`config.mk`:
```
export PLATFORM = sky130hd
export DESIGN_NAME = multicycle_ctrl_fsm
export DESIGN_NICKNAME = d
export VERILOG_FILES = /design/src/rtl/multicycle_ctrl_fsm_pkg.sv /design/src/rtl/multicycle_ctrl_fsm_decoder.sv /design/src/rtl/multicycle_ctrl_fsm.sv
export SDC_FILE = /design/constraint.sdc
export NUM_CORES = 1
export LEC_CHECK = 0
export CORE_MARGIN = 1.5
export CORE_UTILIZATION = 36
export DETAILED_ROUTE_END_ITERATION = 7
export HOLD_SLACK_MARGIN = 0.06
export PLACE_DENSITY = 0.87
export SETUP_SLACK_MARGIN = 0.4
export SYNTH_ARGS = -nofsm -noshare
export SYNTH_HDL_FRONTEND = slang
export SYNTH_SLANG_ARGS = --single-unit
```
`constraint.sdc`:
```
create_clock -name clk -period 1.5 [get_ports clk]
set_input_delay 0.3 -clock clk [delete_from_list [all_inputs] [get_ports clk]]
set_output_delay 0.3 -clock clk [all_outputs]
set_load 0.005 [all_outputs]
```
`src/rtl/multicycle_ctrl_fsm_pkg.sv`:
```
// Shared types for the RV32I multi-cycle sequencer:
// states, opcode classes, immediate kinds and mux selects.
package multicycle_ctrl_fsm_pkg;

  typedef enum logic [2:0] {
    IMM_NONE = 3'd0,
    IMM_I    = 3'd1,
    IMM_S    = 3'd2,
    IMM_SB   = 3'd3,
    IMM_UJ   = 3'd4,
    IMM_U    = 3'd5
  } imm_type_t;

  localparam logic [6:0] OPC_LUI    = 7'b0110111;
  localparam logic [6:0] OPC_AUIPC  = 7'b0010111;
  localparam logic [6:0] OPC_JAL    = 7'b1101111;
  localparam logic [6:0] OPC_JALR   = 7'b1100111;
  localparam logic [6:0] OPC_BRANCH = 7'b1100011;
  localparam logic [6:0] OPC_LOAD   = 7'b0000011;
  localparam logic [6:0] OPC_STORE  = 7'b0100011;
  localparam logic [6:0] OPC_OPIMM  = 7'b0010011;
  localparam logic [6:0] OPC_OP     = 7'b0110011;

  typedef enum logic [2:0] {
    S_FETCH  = 3'd0,
    S_DECODE = 3'd1,
    S_EXEC   = 3'd2,
    S_MEM    = 3'd3,
    S_WB     = 3'd4,
    S_TRAP   = 3'd5
  } state_t;

  typedef enum logic [1:0] {
    PC_PLUS4 = 2'd0,
    PC_IMM   = 2'd1,
    PC_JALR  = 2'd2
  } pc_sel_t;

  typedef enum logic [1:0] {
    WB_ALU  = 2'd0,
    WB_LOAD = 2'd1,
    WB_PC4  = 2'd2
  } wb_sel_t;

  typedef enum logic [3:0] {
    CL_LUI,
    CL_AUIPC,
    CL_JAL,
    CL_JALR,
    CL_BRANCH,
    CL_LOAD,
    CL_STORE,
    CL_OPIMM,
    CL_OP,
    CL_ILL
  } op_class_t;

  typedef struct packed {
    op_class_t cls;
    imm_type_t imm;
    logic      src_imm;
    logic      a_pc;
    logic      legal;
  } dec_t;

endpackage

```
`src/rtl/multicycle_ctrl_fsm_decoder.sv`:
```
// Opcode classifier: class, immediate kind,
// ALU operand selects and legality.
module multicycle_ctrl_fsm_decoder
  import multicycle_ctrl_fsm_pkg::*;
(
  input  logic [6:0] i_opcode,
  output dec_t       o_dec
);

  // SYSTEM and anything unlisted fall through as illegal
  always_comb begin
    o_dec = '{CL_ILL, IMM_NONE, 1'b0, 1'b0, 1'b0};
    unique case (1'b1)
      (i_opcode == OPC_LUI):
        o_dec = '{CL_LUI, IMM_U, 1'b1, 1'b0, 1'b1};
      (i_opcode == OPC_AUIPC):
        o_dec = '{CL_AUIPC, IMM_U, 1'b1, 1'b1, 1'b1};
      (i_opcode == OPC_JAL):
        o_dec = '{CL_JAL, IMM_UJ, 1'b1, 1'b1, 1'b1};
      (i_opcode == OPC_JALR):
        o_dec = '{CL_JALR, IMM_I, 1'b1, 1'b0, 1'b1};
      (i_opcode == OPC_BRANCH):
        o_dec = '{CL_BRANCH, IMM_SB, 1'b0, 1'b1, 1'b1};
      (i_opcode == OPC_LOAD):
        o_dec = '{CL_LOAD, IMM_I, 1'b1, 1'b0, 1'b1};
      (i_opcode == OPC_STORE):
        o_dec = '{CL_STORE, IMM_S, 1'b1, 1'b0, 1'b1};
      (i_opcode == OPC_OPIMM):
        o_dec = '{CL_OPIMM, IMM_I, 1'b1, 1'b0, 1'b1};
      (i_opcode == OPC_OP):
        o_dec = '{CL_OP, IMM_NONE, 1'b0, 1'b0, 1'b1};
      default: ;
    endcase
  end

endmodule

```
`src/rtl/multicycle_ctrl_fsm.sv`:
```
// Multi-cycle RV32I sequencer: FETCH/DECODE/EXECUTE/MEM/WB,
// instruction register and sticky illegal flag.
module multicycle_ctrl_fsm
  import multicycle_ctrl_fsm_pkg::*;
#(
  parameter logic [31:0] RESET_IR    = 32'h0000_0013,
  parameter bit          SUPPRESS_X0 = 1'b1
) (
  input  logic        clk,
  input  logic        rst,
  input  logic        halt_i,
  output logic        imem_req_o,
  input  logic        imem_ack_i,
  input  logic [31:0] imem_rdata_i,
  output logic        dmem_read_o,
  output logic        dmem_write_o,
  input  logic        dmem_ack_i,
  input  logic        branch_taken_i,
  output logic [31:0] ir_o,
  output logic [2:0]  imm_type_o,
  output logic        alu_src_imm_o,
  output logic        alu_a_pc_o,
  output logic        pc_en_o,
  output logic [1:0]  pc_sel_o,
  output logic        rf_we_o,
  output logic [1:0]  wb_sel_o,
  output logic        illegal_o,
  output logic [2:0]  state_o
);

  state_t      r_state;
  logic [31:0] r_ir;
  logic        r_illegal;
  dec_t        w_dec;
  logic        w_is_ld;
  logic        w_is_st;
  logic        w_is_jal;
  logic        w_is_jalr;
  logic        w_active;

  multicycle_ctrl_fsm_decoder u_dec (
    .i_opcode (r_ir[6:0]),
    .o_dec    (w_dec)
  );

  assign w_is_ld   = (w_dec.cls == CL_LOAD);
  assign w_is_st   = (w_dec.cls == CL_STORE);
  assign w_is_jal  = (w_dec.cls == CL_JAL);
  assign w_is_jalr = (w_dec.cls == CL_JALR);
  assign w_active  = (r_state == S_DECODE) ||
                     (r_state == S_EXEC) ||
                     (r_state == S_MEM) ||
                     (r_state == S_WB);

  always_ff @(posedge clk) begin
    if (rst) begin
      r_state   <= S_FETCH;
      r_ir      <= RESET_IR;
      r_illegal <= 1'b0;
    end else begin
      case (r_state)
        S_FETCH:
          if (!halt_i && imem_ack_i) begin
            r_ir    <= imem_rdata_i;
            r_state <= S_DECODE;
          end
        S_DECODE:
          if (!w_dec.legal) begin
            r_state   <= S_TRAP;
            r_illegal <= 1'b1;
          end else begin
            r_state <= S_EXEC;
          end
        S_EXEC:
          unique case (1'b1)
            (w_dec.cls == CL_BRANCH): r_state <= S_FETCH;
            (w_is_ld || w_is_st):     r_state <= S_MEM;
            default:                  r_state <= S_WB;
          endcase
        S_MEM:
          if (dmem_ack_i)
            r_state <= w_is_ld ? S_WB : S_FETCH;
        S_WB:    r_state <= S_FETCH;
        S_TRAP:  r_state <= S_TRAP;
        default: r_state <= S_FETCH;
      endcase
    end
  end

  // Selects follow (state, IR); strobes are squashed while rst is high
  always_comb begin
    imem_req_o    = 1'b0;
    dmem_read_o   = 1'b0;
    dmem_write_o  = 1'b0;
    pc_en_o       = 1'b0;
    pc_sel_o      = PC_PLUS4;
    rf_we_o       = 1'b0;
    imm_type_o    = IMM_NONE;
    alu_src_imm_o = 1'b0;
    alu_a_pc_o    = 1'b0;
    wb_sel_o      = WB_ALU;
    if (w_active) begin
      imm_type_o    = w_dec.imm;
      alu_src_imm_o = w_dec.src_imm;
      alu_a_pc_o    = w_dec.a_pc;
      if (w_is_ld)
        wb_sel_o = WB_LOAD;
      else if (w_is_jal || w_is_jalr)
        wb_sel_o = WB_PC4;
    end
    if (!rst) begin
      case (r_state)
        S_FETCH: imem_req_o = !halt_i;
        S_EXEC:
          if (w_dec.cls == CL_BRANCH) begin
            pc_en_o  = 1'b1;
            pc_sel_o = branch_taken_i ? PC_IMM : PC_PLUS4;
          end
        S_MEM: begin
          dmem_read_o  = w_is_ld;
          dmem_write_o = w_is_st;
          pc_en_o      = w_is_st && dmem_ack_i;
        end
        S_WB: begin
          rf_we_o = !(SUPPRESS_X0 && (r_ir[11:7] == 5'd0));
          pc_en_o = 1'b1;
          if (w_is_jal)
            pc_sel_o = PC_IMM;
          else if (w_is_jalr)
            pc_sel_o = PC_JALR;
        end
        default: ;
      endcase
    end
  end

  assign ir_o      = r_ir;
  assign illegal_o = r_illegal;
  assign state_o   = r_state;

endmodule

```
==> summary.txt <==
Finish
  • Synth-to-layout area growth: 137%
  • Final core utilization: about nine tenths
  • Most frequent cells in the layout: buf_4 (53), buf_6 (50), nand2_2 (38)
  • Nets@finish: between 400 and 500
  • Layout Cells excl Fill: about 460
  • Leading cell type in the layout, fill and taps excluded: buf_4
  • Layout cells sized above 1: roughly three quarters
  • Antenna cells: 0
  • FF+latch area: approximately 780 um2
  • Multi-input logic area: roughly 1400 um2
  • Fillers: ~170

Worst setup path
  • CP endpoint kind: output port
  • Worst Setup SP: ir_o[2]$_SDFFE_PP0P_
  • WP data arrival: 1.65 ns
  • R2r worst-path depth: 9
  • Max stage delay on crit path: 0.37 ns
  • Worst path slowest cell: and4bb_4
  • Critical R2R Launch: state_o[0]$_SDFFE_PP0P_
  • Crit-path max FO: 3
  • Req. time, crit path: between 1 and 1.5 ns
  • Critical Path Source Type: flip-flop
  • Crit path cell chain: and4bb_4 -> nand4_1 -> buf_4 -> buf_6 -> o2bb2ai_2 -> buf_2
  • Critical setup path kind: flip-flop to output port

CTS
  • CTS Root Cell: clkbuf_8
  • TritonCTS clock tree: yes
  • Clk sinks: 36
  • Number of H-tree levels: 2
  • Worst-path clk slew: 0.08 ns
  • Cts hold-fix bufs: 0
  • Clock buffer depth: 2
  • Worst skew pair latency: between 0.2 and 0.3 ns
  • CTS Buf Count: 5

Floorplan
  • Die Ht: between 70 and 80 um
  • FP Rows: 24
  • Die width: a little over 70 um
  • I/O Pins: 88
  • Full die area: between 5000 and 6000 um2
  • Initial Util: around two fifths
  • Core Area: approximately 4500 um2

Timing
  • Hold slack: 0.477 ns
  • RSZ-0062 raised after global routing: yes
  • Post-route clock skew: a little under 0.01 ns
  • Fin crit share: 130%
  • Final hold viol count: 0
  • Final setup fails: 51
  • Min cycle time layout: 1.95 ns
  • Worst slew pin tran: 0.488 ns
  • Fmax: slightly above 0.5 GHz
  • Final Slew Violations: 0
  • Worst setup margin: -0.450 ns
  • Headroom to the max-slew limit: between 60% and 70%

Job
  • Number of max-cap violations: 0

Drt
  • DR WL/cell: 21.7 um
  • DRT Pass-1 Iters: 4
  • DRT Wirelength: between 9000 and 10,000 um
  • DR DRC count: 0
  • Number of vias in the routed layout: approximately 2.6k
  • DR vias/cell: between 5 and 6
  • Iter 0 DRT Violations: approximately 190
  • Antenna Nets Post-Route: 0

Hold path
  • Hold crit path type: flip-flop to flip-flop
  • Worst hold stages: 2
  • Hold_sp: ir_o[15]$_SDFFE_PP0P_

Place
  • Port Buf Inserts: 87
  • Dpl hpwl: roughly 4000 um
  • Placed cells: roughly 380
  • Gp weighted congestion: 0.966

Synth
  • Mapped Cells: 224
  • Ys Warns: 0
  • Synth Area in Compound Gates: 18.4%
  • Post-synthesis xor/xnor area fraction: 0.510%
  • Flops & latches, synth: 36
  • Mapped cell area: 1720 um2
  • Synthesized Nets: approximately 260
  • Sequential element share of the synthesized area: 42.0%
  • Avg Cell Area, Syn: approximately 7.7 um2
  • Count of cell types in the netlist: 39
  • Post-synthesis mux area share: less than 1%
  • Adder-cell area share of the yosys netlist: 0%
  • Largest family of logic cells by synthesized area: simple AND/OR/NAND/NOR gates
  • Post-Synth Simple-Gate Area: between 30% and 40%

Power
  • Maximum VDD drop: a little under 0.0008 V
  • Power after layout: approximately 3900 uW
  • Power Density: roughly 950 nW/um2
  • Static Leakage: ~0.0018 uW

Global routing
  • First-pass GRT wire length: between 10,000 and 15,000 um
  • Gr usage total: 29.7%
  • Vias in the first global route: 2,492
  • Grt total ovfl: 0
  • Pin count of the biggest net entering global routing: 33
  • Initial antenna violation count: 0

Outcome
  • Status: finished with violations
  • Failing checks: setup timing
==> layer usage <==
layer  wire (um)  part of all wire (%)  up-vias  GRT usage (%)
met2        5040                    51      170           55.6
met3         798                   8.1       56           8.19
met4         563                   5.7        0           12.2
met5           0                     0        -              0
li1            -                     -     1129              -
met1        3510                    35     1253           31.2
==> worst max-delay path, delay by kind of cell, from the launching register on <==
| kind | cells | cell delay [ns] |
|---|---|---|
| AOI/OAI and AO/OA | 1 | 0.11 |
| DFF | 1 | 0.35 |
| buffers and inverters | 3 | 0.39 |
| and+or+nand+nor | 2 | 0.50 |
==> power breakdown <==
group	switching, uW	total, uW	internal, uW
sequential	87.3	1150	1060
clock	380	713	333
combinational	912	2020	1110
==> flip-flops by register name (all words and copies together), names as in the netlist <==
| signal | count |
|---|---|
| ir_o | 32 |
| state_o | 3 |
| illegal_o | 1 |
==> logic make-up after synthesis <==
logic type,Yosys count
flip-flops,36
AND/OR/NAND/NOR,113
multiplexers,1
XOR/XNOR,1
buffers and inverters,22
AO/OA/AOI/OAI,51
==> metrics by stage <==
step           worst slack, ns  TNS (ns)  area [um2]
6_report                -0.450    -11.35        4070
5_1_grt                 -0.509    -12.92        4070
4_1_cts                 -0.375     -7.00        3610
3_5_place_dp            -0.743    -17.02        2870
3_3_place_gp            -0.682    -16.27        2870
2_1_floorplan           0.0602         0        1830
==> final cells by class <==
type / count / area share, %
inverter: 4 / 0.369
multi-input combinational: 169 / 33.4
sequential: 36 / 19.1
clock inverter: 1 / 0.215
tap: 52 / 1.60
timing repair buffer: 188 / 43.5
clock buffer: 7 / 1.88
==> Yosys cell counts (all sizes together) <==
cell / count / area share [%]
nand2b: 3 / 1.1
buf: 12 / 5.5
or3b: 1 / 0.66
a21oi: 31 / 9.0
or4: 1 / 0.44
nor3b: 1 / 0.44
nor2b: 4 / 1.5
nor2: 15 / 3.4
nand4b: 2 / 1.0
xor2: 1 / 0.51
nand4: 1 / 0.36
or2: 1 / 0.36
a31oi: 1 / 0.36
dfxtp: 36 / 42
a41oi: 1 / 0.51
nor3: 5 / 1.5
o2bb2ai: 1 / 0.51
a211oi: 6 / 3.2
nand3b: 3 / 1.3
a211o: 1 / 0.51
a311oi: 2 / 1.0
and4bb: 1 / 0.73
nor4: 2 / 1.6
o21ai: 4 / 1.2
o31a: 1 / 0.51
inv: 4 / 0.87
a32oi: 1 / 0.51
and2: 1 / 0.51
o32ai: 2 / 1.0
clkbuf: 6 / 1.3
nor4b: 1 / 0.51
nand2: 71 / 16
mux2i: 1 / 0.58
==> final timing paths <==
check	end	slack (ns)
worst max-delay path	pc_sel_o[0]	-0.45
worst min-delay path	ir_o[15]$_SDFFE_PP0P_	0.48
worst max register to register	ir_o[4]$_SDFFE_PP1P_	-0.29
worst min register to register	ir_o[15]$_SDFFE_PP0P_	0.48
==> repair_timing <==
action,4_1_cts,5_1_grt
cloned,7,0
setup endpoints to repair,86,63
pin swaps,40,42
resized for setup,316,92
buffers inserted,49,14
No activity file was read; power rests on OpenSTA's default activity.
